## src/rtl/universal_shift_register.sv

```systemverilog
// ---------------------------------------------------------------------------
// universal_shift_register
//
// WIDTH-bit storage register with hold, shift-right, shift-left and parallel
// load. Operations are applied either one at a time (Enable, IDLE only) or as
// a burst of Count consecutive operations started by Start. A burst is
// tracked by a small IDLE/RUN/DONE state machine that reports Busy while
// running and a one-cycle Done pulse at the end.
//
// Optional build macro: USR_ROTATE_EN
//   Adds input Rotate. With Rotate=1 the shifts recirculate the bit leaving
//   the register instead of taking the serial inputs. Rotate is latched with
//   Start for bursts and used live for single steps.
//
// Ports:
//   Clk              clock, all state changes on the rising edge
//   Reset_n          synchronous active-low reset
//   Mode             00 hold, 01 shift right, 10 shift left, 11 load
//   Enable           single-step request (IDLE only)
//   Load_data        parallel load value (sampled live, also during bursts)
//   Serial_in_left   bit entering the MSB on shift right
//   Serial_in_right  bit entering the LSB on shift left
//   Start            burst request (IDLE only), wins over Enable
//   Count            burst length, sampled with Start
//   Rotate           (USR_ROTATE_EN only) rotate instead of serial shift
//   Q                register contents
//   Serial_out_left  Q[WIDTH-1]
//   Serial_out_right Q[0]
//   Busy             high while a burst is running
//   Done             one-cycle pulse after a burst (or a zero-length burst)
// ---------------------------------------------------------------------------
module universal_shift_register #(
    parameter int WIDTH     = 8,
    parameter int CNT_WIDTH = 4
) (
    input  logic                 Clk,
    input  logic                 Reset_n,
    input  logic [1:0]           Mode,
    input  logic                 Enable,
    input  logic [WIDTH-1:0]     Load_data,
    input  logic                 Serial_in_left,
    input  logic                 Serial_in_right,
    input  logic                 Start,
    input  logic [CNT_WIDTH-1:0] Count,
`ifdef USR_ROTATE_EN
    input  logic                 Rotate,
`endif
    output logic [WIDTH-1:0]     Q,
    output logic                 Serial_out_left,
    output logic                 Serial_out_right,
    output logic                 Busy,
    output logic                 Done
);

    typedef enum logic [1:0] {
        S_IDLE = 2'd0,
        S_RUN  = 2'd1,
        S_DONE = 2'd2
    } state_t;

    localparam logic [CNT_WIDTH-1:0] CNT_ONE = {{(CNT_WIDTH-1){1'b0}}, 1'b1};

    state_t               state_r, state_s;
    logic [CNT_WIDTH-1:0] cnt_r,   cnt_s;
    logic [1:0]           mode_r,  mode_s;
    logic                 rot_r,   rot_s;
    logic [WIDTH-1:0]     q_r,     q_s;
    logic                 busy_r;
    logic                 done_r;
    logic                 rot_live_s;

    // Next register value for one operation; rot selects recirculation.
    function automatic logic [WIDTH-1:0] apply_op(
        input logic [1:0]       op,
        input logic [WIDTH-1:0] cur,
        input logic [WIDTH-1:0] ld,
        input logic             sil,
        input logic             sir,
        input logic             rot
    );
        logic [WIDTH-1:0] res;
        case (op)
            2'b00:   res = cur;
            2'b01:   res = {(rot ? cur[0] : sil), cur[WIDTH-1:1]};
            2'b10:   res = {cur[WIDTH-2:0], (rot ? cur[WIDTH-1] : sir)};
            2'b11:   res = ld;
            default: res = cur;
        endcase
        return res;
    endfunction

`ifdef USR_ROTATE_EN
    assign rot_live_s = Rotate;
`else
    assign rot_live_s = 1'b0;
`endif

    // Next-state, counter, latched-command and data-path selection.
    always_comb begin
        state_s = state_r;
        cnt_s   = cnt_r;
        mode_s  = mode_r;
        rot_s   = rot_r;
        q_s     = q_r;
        case (state_r)
            S_IDLE: begin
                if (Start) begin
                    // A burst request takes the edge; no operation happens now.
                    if (Count != {CNT_WIDTH{1'b0}}) begin
                        mode_s  = Mode;
                        cnt_s   = Count;
                        rot_s   = rot_live_s;
                        state_s = S_RUN;
                    end else begin
                        state_s = S_DONE;
                    end
                end else if (Enable) begin
                    q_s = apply_op(Mode, q_r, Load_data, Serial_in_left,
                                   Serial_in_right, rot_live_s);
                end else begin
                    q_s = q_r;
                end
            end
            S_RUN: begin
                q_s   = apply_op(mode_r, q_r, Load_data, Serial_in_left,
                                 Serial_in_right, rot_r);
                cnt_s = cnt_r - CNT_ONE;
                if (cnt_r == CNT_ONE) begin
                    state_s = S_DONE;
                end else begin
                    state_s = S_RUN;
                end
            end
            S_DONE: begin
                state_s = S_IDLE;
            end
            default: begin
                state_s = S_IDLE;
            end
        endcase
    end

    // State and data registers; Busy/Done are registered from the next state
    // so they line up with the state they describe and can never overlap.
    always_ff @(posedge Clk) begin
        if (!Reset_n) begin
            state_r <= S_IDLE;
            cnt_r   <= {CNT_WIDTH{1'b0}};
            mode_r  <= 2'b00;
            rot_r   <= 1'b0;
            q_r     <= {WIDTH{1'b0}};
            busy_r  <= 1'b0;
            done_r  <= 1'b0;
        end else begin
            state_r <= state_s;
            cnt_r   <= cnt_s;
            mode_r  <= mode_s;
            rot_r   <= rot_s;
            q_r     <= q_s;
            busy_r  <= (state_s == S_RUN);
            done_r  <= (state_s == S_DONE);
        end
    end

    assign Q                = q_r;
    assign Serial_out_left  = q_r[WIDTH-1];
    assign Serial_out_right = q_r[0];
    assign Busy             = busy_r;
    assign Done             = done_r;

endmodule

```

## config.mk

```make
export PLATFORM = sky130hd
export DESIGN_NAME = universal_shift_register
export DESIGN_NICKNAME = d
export VERILOG_FILES = /design/src/rtl/universal_shift_register.sv
export SDC_FILE = /design/constraint.sdc
export NUM_CORES = 1
export LEC_CHECK = 0
export ABC_AREA = 1
export CORE_ASPECT_RATIO = 0.75
export CORE_MARGIN = 2
export CORE_UTILIZATION = 49
export CTS_CLUSTER_DIAMETER = 120
export DETAILED_ROUTE_END_ITERATION = 10
export PLACE_DENSITY = 0.79
export SYNTH_ARGS = -nofsm -noshare
export SYNTH_HDL_FRONTEND = slang
export SYNTH_SLANG_ARGS = --single-unit
```

## constraint.sdc

```tcl
create_clock -name Clk -period 1.4 [get_ports Clk]
set_input_delay 0.21 -clock Clk [delete_from_list [all_inputs] [get_ports Clk]]
set_output_delay 0.21 -clock Clk [all_outputs]
set_load 0.02 [all_outputs]
```

# After elaboration in Yosys (flattened, before gate mapping)
# Cells that the tools add are included.
# totals
output_inout_bits,12
regBits,18
inputBits,20
word_cells,43
# classes
n_eq_ne,16
addsub,1
n_reduce_logical,8
muxes,12
# ops
op,count
$pmux 8 s3,2
$mux 8,2
$pmux 8 s2,1
$ne 2x2->1 const B,6
$eq 2x2->1 const B,5
$eq 2x1->1 const B,4
$mux 4,2
$pmux 4 s2,1
$logic_not 2->1,3
$mux 2,3
$reduce_and 3->1,2
$reduce_and 5->1,1
$eq 4x1->1 const B,1
$pmux 2 s2,1
$reduce_bool 4->1,1
$sub 4x1->4 const B,1
$reduce_bool 2->1,1

# Logic depth before layout (Yosys ltp)
# logic_depth
depth_word,5
mapped_depth,7
mapped_depth_nobuf,7

# Worst setup path after synthesis
# No wires, ideal clock.
# synth_path
kind,flip-flop to flip-flop
startpoint,register state_r[0]
endpoint,"register q_r[0], in the netlist Q[0]"
required_ns,1.283
path_buffers,0
arrival_ns,0.920
period_less_slack_ns,1.036
path_stages_with_launch,5
setup_ns,0.117
setup_slack_ns,0.364
cell_sequence,dfxtp_1 -> nor2_2 -> nand3_4 -> nand2_4 -> a21oi_2
# synth_between
elab_chain_len,3
word_cells_on_any_way,9
classes_between,eq/ne (5); mux (1); reduce/logical (3)
# synth_rtl
element,line,rtl
"start, declared",63,"state_t state_r, state_s;"
"start signal, assigned",155,state_r <= state_s;
$eq 2x1->1 / $logic_not 2->1 (equally long branches),105,case (state_r)
$ne 2x2->1 (no source line) / $reduce_bool 2->1 (equally long branches),n/a,
$reduce_and 5->1 (no source line),n/a,
"end signal, assigned",151,q_r <= {WIDTH{1'b0}};
"end signal, assigned",159,q_r <= q_s;
"end, declared",67,"logic [WIDTH-1:0] q_r, q_s;"
# Parallel ways exist; a longest one is shown, timed or not.
# A chain may end at the register's enable or synchronous reset.

# Worst setup path in the final report
# layout_path
startpoint,"register q_r[7], in the netlist Q[7]"
endpoint,output port Q[7]
# layout_rtl
element,line,rtl
"end, declared",48,"output logic [WIDTH-1:0] Q,"
# No word-level cell between the ends.

==> results.py <==
metrics = {
    "yosys": {
        "synth.yosys.seq_area_share": 0.270,
        "netlist_area_mm2": 0.00134,
        "netlist_instances": 215,
        "synthDistinctLibCells": 23,
        "ys_ff_latch": 18,
        "synth.avg_cell_area_um2": 6.21,
        "syn-num-nets": 237,
        "synth_warnings": 0,
    },
    "worst_setup_path": {
        "cp_slowest_cell": "dfxtp_1",
        "crit_family": "flip-flops",
        "path_depth": 1,
        "cp-end-kind": "primary output",
        "cp_num_buf_inv": 1,
        "cp-endpoint": "Q[7]",
        "reg2reg_depth": 7,
        "cp.arrival_ns": 1.07,
        "path_max_fanout": 4,
        "r2r_end": "Q[5]$_SDFFE_PN0P_",
        "crit_required_ns": 1.19,
        "worstPathCellList": "dlygate4sd2_1",
        "crit_type": "reg -> out",
        "r2r_slack_ns": 0.17,
        "max_stage_delay_ns": 0.41,
        "startpoint_type": "flop",
        "rr_startpoint": "mode_r[1]$_SDFFE_PN0P_",
        "critical_path.startpoint": "Q[7]$_SDFFE_PN0P_",
    },
    "grt": {
        "grt_overflow": 0,
        "grt_start_max_net_pins": 28,
        "antenna_found_initial": 0,
        "grt_pass1_vias": 1283,
        "grt_pass1_wl_mm": 6.09,
        "grt_use_total": 0.247,
    },
    "drt": {
        "drt_iter0_drc": 131,
        "drc": 0,
        "routed_wl_mm": 3.56,
        "dr.pass1.iters": 4,
        "wire_per_inst_um": 12.2,
        "antenna_left": 0,
        "num_vias": 1513,
        "routed_via_density": 5.20,
    },
    "finish": {
        "finalNetCount": 278,
        "antennaDiodeCount": 0,
        "fin_area_mm2": 0.00175,
        "syn2layout_area_growth_pct": 31.4,
        "drive_gt1_frac": 0.157,
        "instances_no_fill": 291,
        "fillCellCount": 243,
    },
    "clock_network": {
        "ctsRootBufferMaster": "clkbuf_4",
        "cts_tree": "yes",
        "cts_buffers": 3,
        "clock_path_buffers": 2,
        "cts_max_level": 1,
        "clk-insertion-delay-late_ns": 0.30,
        "clkTransAtPathRegs_ns": 0.11,
        "cts.sinks": 18,
    },
    "run": {
        "maxCapViolCount": 0,
    },
    "floorplanning": {
        "core_mm2": 0.00260,
        "rows": 16,
        "start_util": 0.513,
        "die_w_um": 64.3,
        "die_h_um": 49.2,
        "ioPinCount": 32,
        "die_area_mm2": 0.00316,
    },
    "timing": {
        "rsz0062_at_grt": "false",
        "max_freq_ghz": 0.781,
        "slew_viol_final": 0,
        "worstMarginPinSlew_ns": 0.319,
        "period_share": 0.915,
        "setup-violations-final": 0,
        "hold_ws_ns": 0.513,
        "slew_headroom": 0.786,
        "period_needed_ns": 1.28,
        "fin_skew_ns": 0.0123,
        "tns_ns": 0,
        "hold_violations": 0,
    },
    "power_and_ir_drop": {
        "ir_drop_v": 0.000571,
        "total_power_w": 0.00157,
        "powerDensity_mw_per_mm2": 895,
        "leakagePower_nw": 0.824,
    },
    "placed_design": {
        "dp_hpwl_mm": 2.57,
        "place.gp.congestion": 0.886,
        "placed_area_mm2": 0.00173,
        "place_inst": 287,
        "portBuffers": 31,
    },
    "worst_hold_path": {
        "hp-class": "reg -> reg",
    },
    "run_status": {
        "status": "finished, final reports clean",
    },
}
cell type report:
cell class,instances,area (µm²),share of cell area
multi-input cells,164,822,0.469
repair buffers,45,400,0.228
inverters,24,90.1,0.0514
well taps,36,45.0,0.0257
flip-flops and latches,18,360,0.205
clock buffers,4,36.3,0.0207
Yosys cell counts:
cell / n / area (µm²)
nand3_4: 1 / 17.5
a21oi_2: 8 / 70.1
nand2_4: 2 / 22.5
o21ai_4: 1 / 16.3
buf_2: 2 / 10.0
o21ai_1: 3 / 15.0
nand3_1: 38 / 190
buf_6: 1 / 11.3
inv_1: 19 / 71.3
ha_1: 2 / 25.0
nand3b_1: 2 / 15.0
a21oi_1: 7 / 35.0
nor2_2: 3 / 18.8
clkbuf_1: 1 / 3.75
nand4_1: 9 / 56.3
buf_4: 5 / 37.5
dfxtp_1: 18 / 360
nand2_1: 56 / 210
nor3_1: 1 / 5.00
nand2_2: 1 / 6.26
nor2_1: 29 / 109
inv_2: 5 / 18.8
nand3_2: 1 / 10.0
tightest hold or removal path, stage by stage, from the launching register on:
cell and delay (ns):
dfxtp_1 0.34, nand3_1 0.08, a21oi_1 0.06
worst min path at each step:
stage	from	end	slack, ns	depth (start not counted)
final	cnt_r[1]$_SDFFE_PN0P_	cnt_r[1]$_SDFFE_PN0P_	0.51	2
after global routing	cnt_r[2]$_SDFFE_PN0P_	cnt_r[2]$_SDFFE_PN0P_	0.54	2
after CTS	cnt_r[1]$_SDFFE_PN0P_	cnt_r[1]$_SDFFE_PN0P_	0.51	2
after detailed placement	cnt_r[1]$_SDFFE_PN0P_	cnt_r[1]$_SDFFE_PN0P_	0.50	2
after global placement	cnt_r[1]$_SDFFE_PN0P_	cnt_r[1]$_SDFFE_PN0P_	0.49	2
after floorplan	Reset_n	Done$_SDFF_PN0_	0.42	2
metal layers:
metal  global-route usage  part of all wire  routed length [µm]  up-vias
met5                    0                 0                   0        -
met4               0.0674            0.0059                  21        0
met3               0.0693             0.085                 303        2
met2                0.352              0.43                1520       61
met1                0.360              0.48                1720      674
li1                     -                 -                   -      776
registers in the layout (all words and copies together), names as in the netlist:
register,count
Busy,1
Done,1
Q,8
cnt_r,4
mode_r,2
state_r,2
power breakdown:
part / switching [W] / leakage (nW) / internal, W
sequential: 0.0000462 / 0.148 / 0.000565
combinational: 0.000365 / 0.654 / 0.000262
clock: 0.000173 / 0.0210 / 0.000159
cells in the final DEF (no fill, tap or decap):
cell type,instances
nor3_1,1
clkbuf_4,3
a21oi_1,7
o21ai_4,1
nor2_2,3
nand2_1,56
inv_2,5
nor2_1,29
buf_4,14
dlygate4sd2_1,12
o21ai_1,3
inv_1,19
nand2_2,1
nand3_4,1
clkbuf_8,1
nand3_2,1
a21oi_2,8
nand2_4,2
dfxtp_1,18
nand3_1,38
ha_1,2
nand3b_1,2
clkdlybuf4s50_1,19
nand4_1,9
stage by stage:
stage	utilization	setup WS [ns]
after floorplan	-	0.364
after global placement	0.666	-0.00877
after detailed placement	0.666	-0.0159
after CTS	0.674	0.115
after global routing	0.674	0.0483
final	0.674	0.119
kinds of logic after synthesis:
logic type      Yosys count  share of synthesized area
compound gates           19                      0.102
fa+ha+maj                 2                     0.0187
buf+inv                  33                      0.114
flops                    18                      0.270
simple gates            143                      0.495
timing repair:
action	CTS	global route
gates resized for setup	12	0
endpoints found under the setup margin	12	0
setup buffers	0	0
hold buffers	0	0
Note: power is estimated with default switching activity, not from simulation.
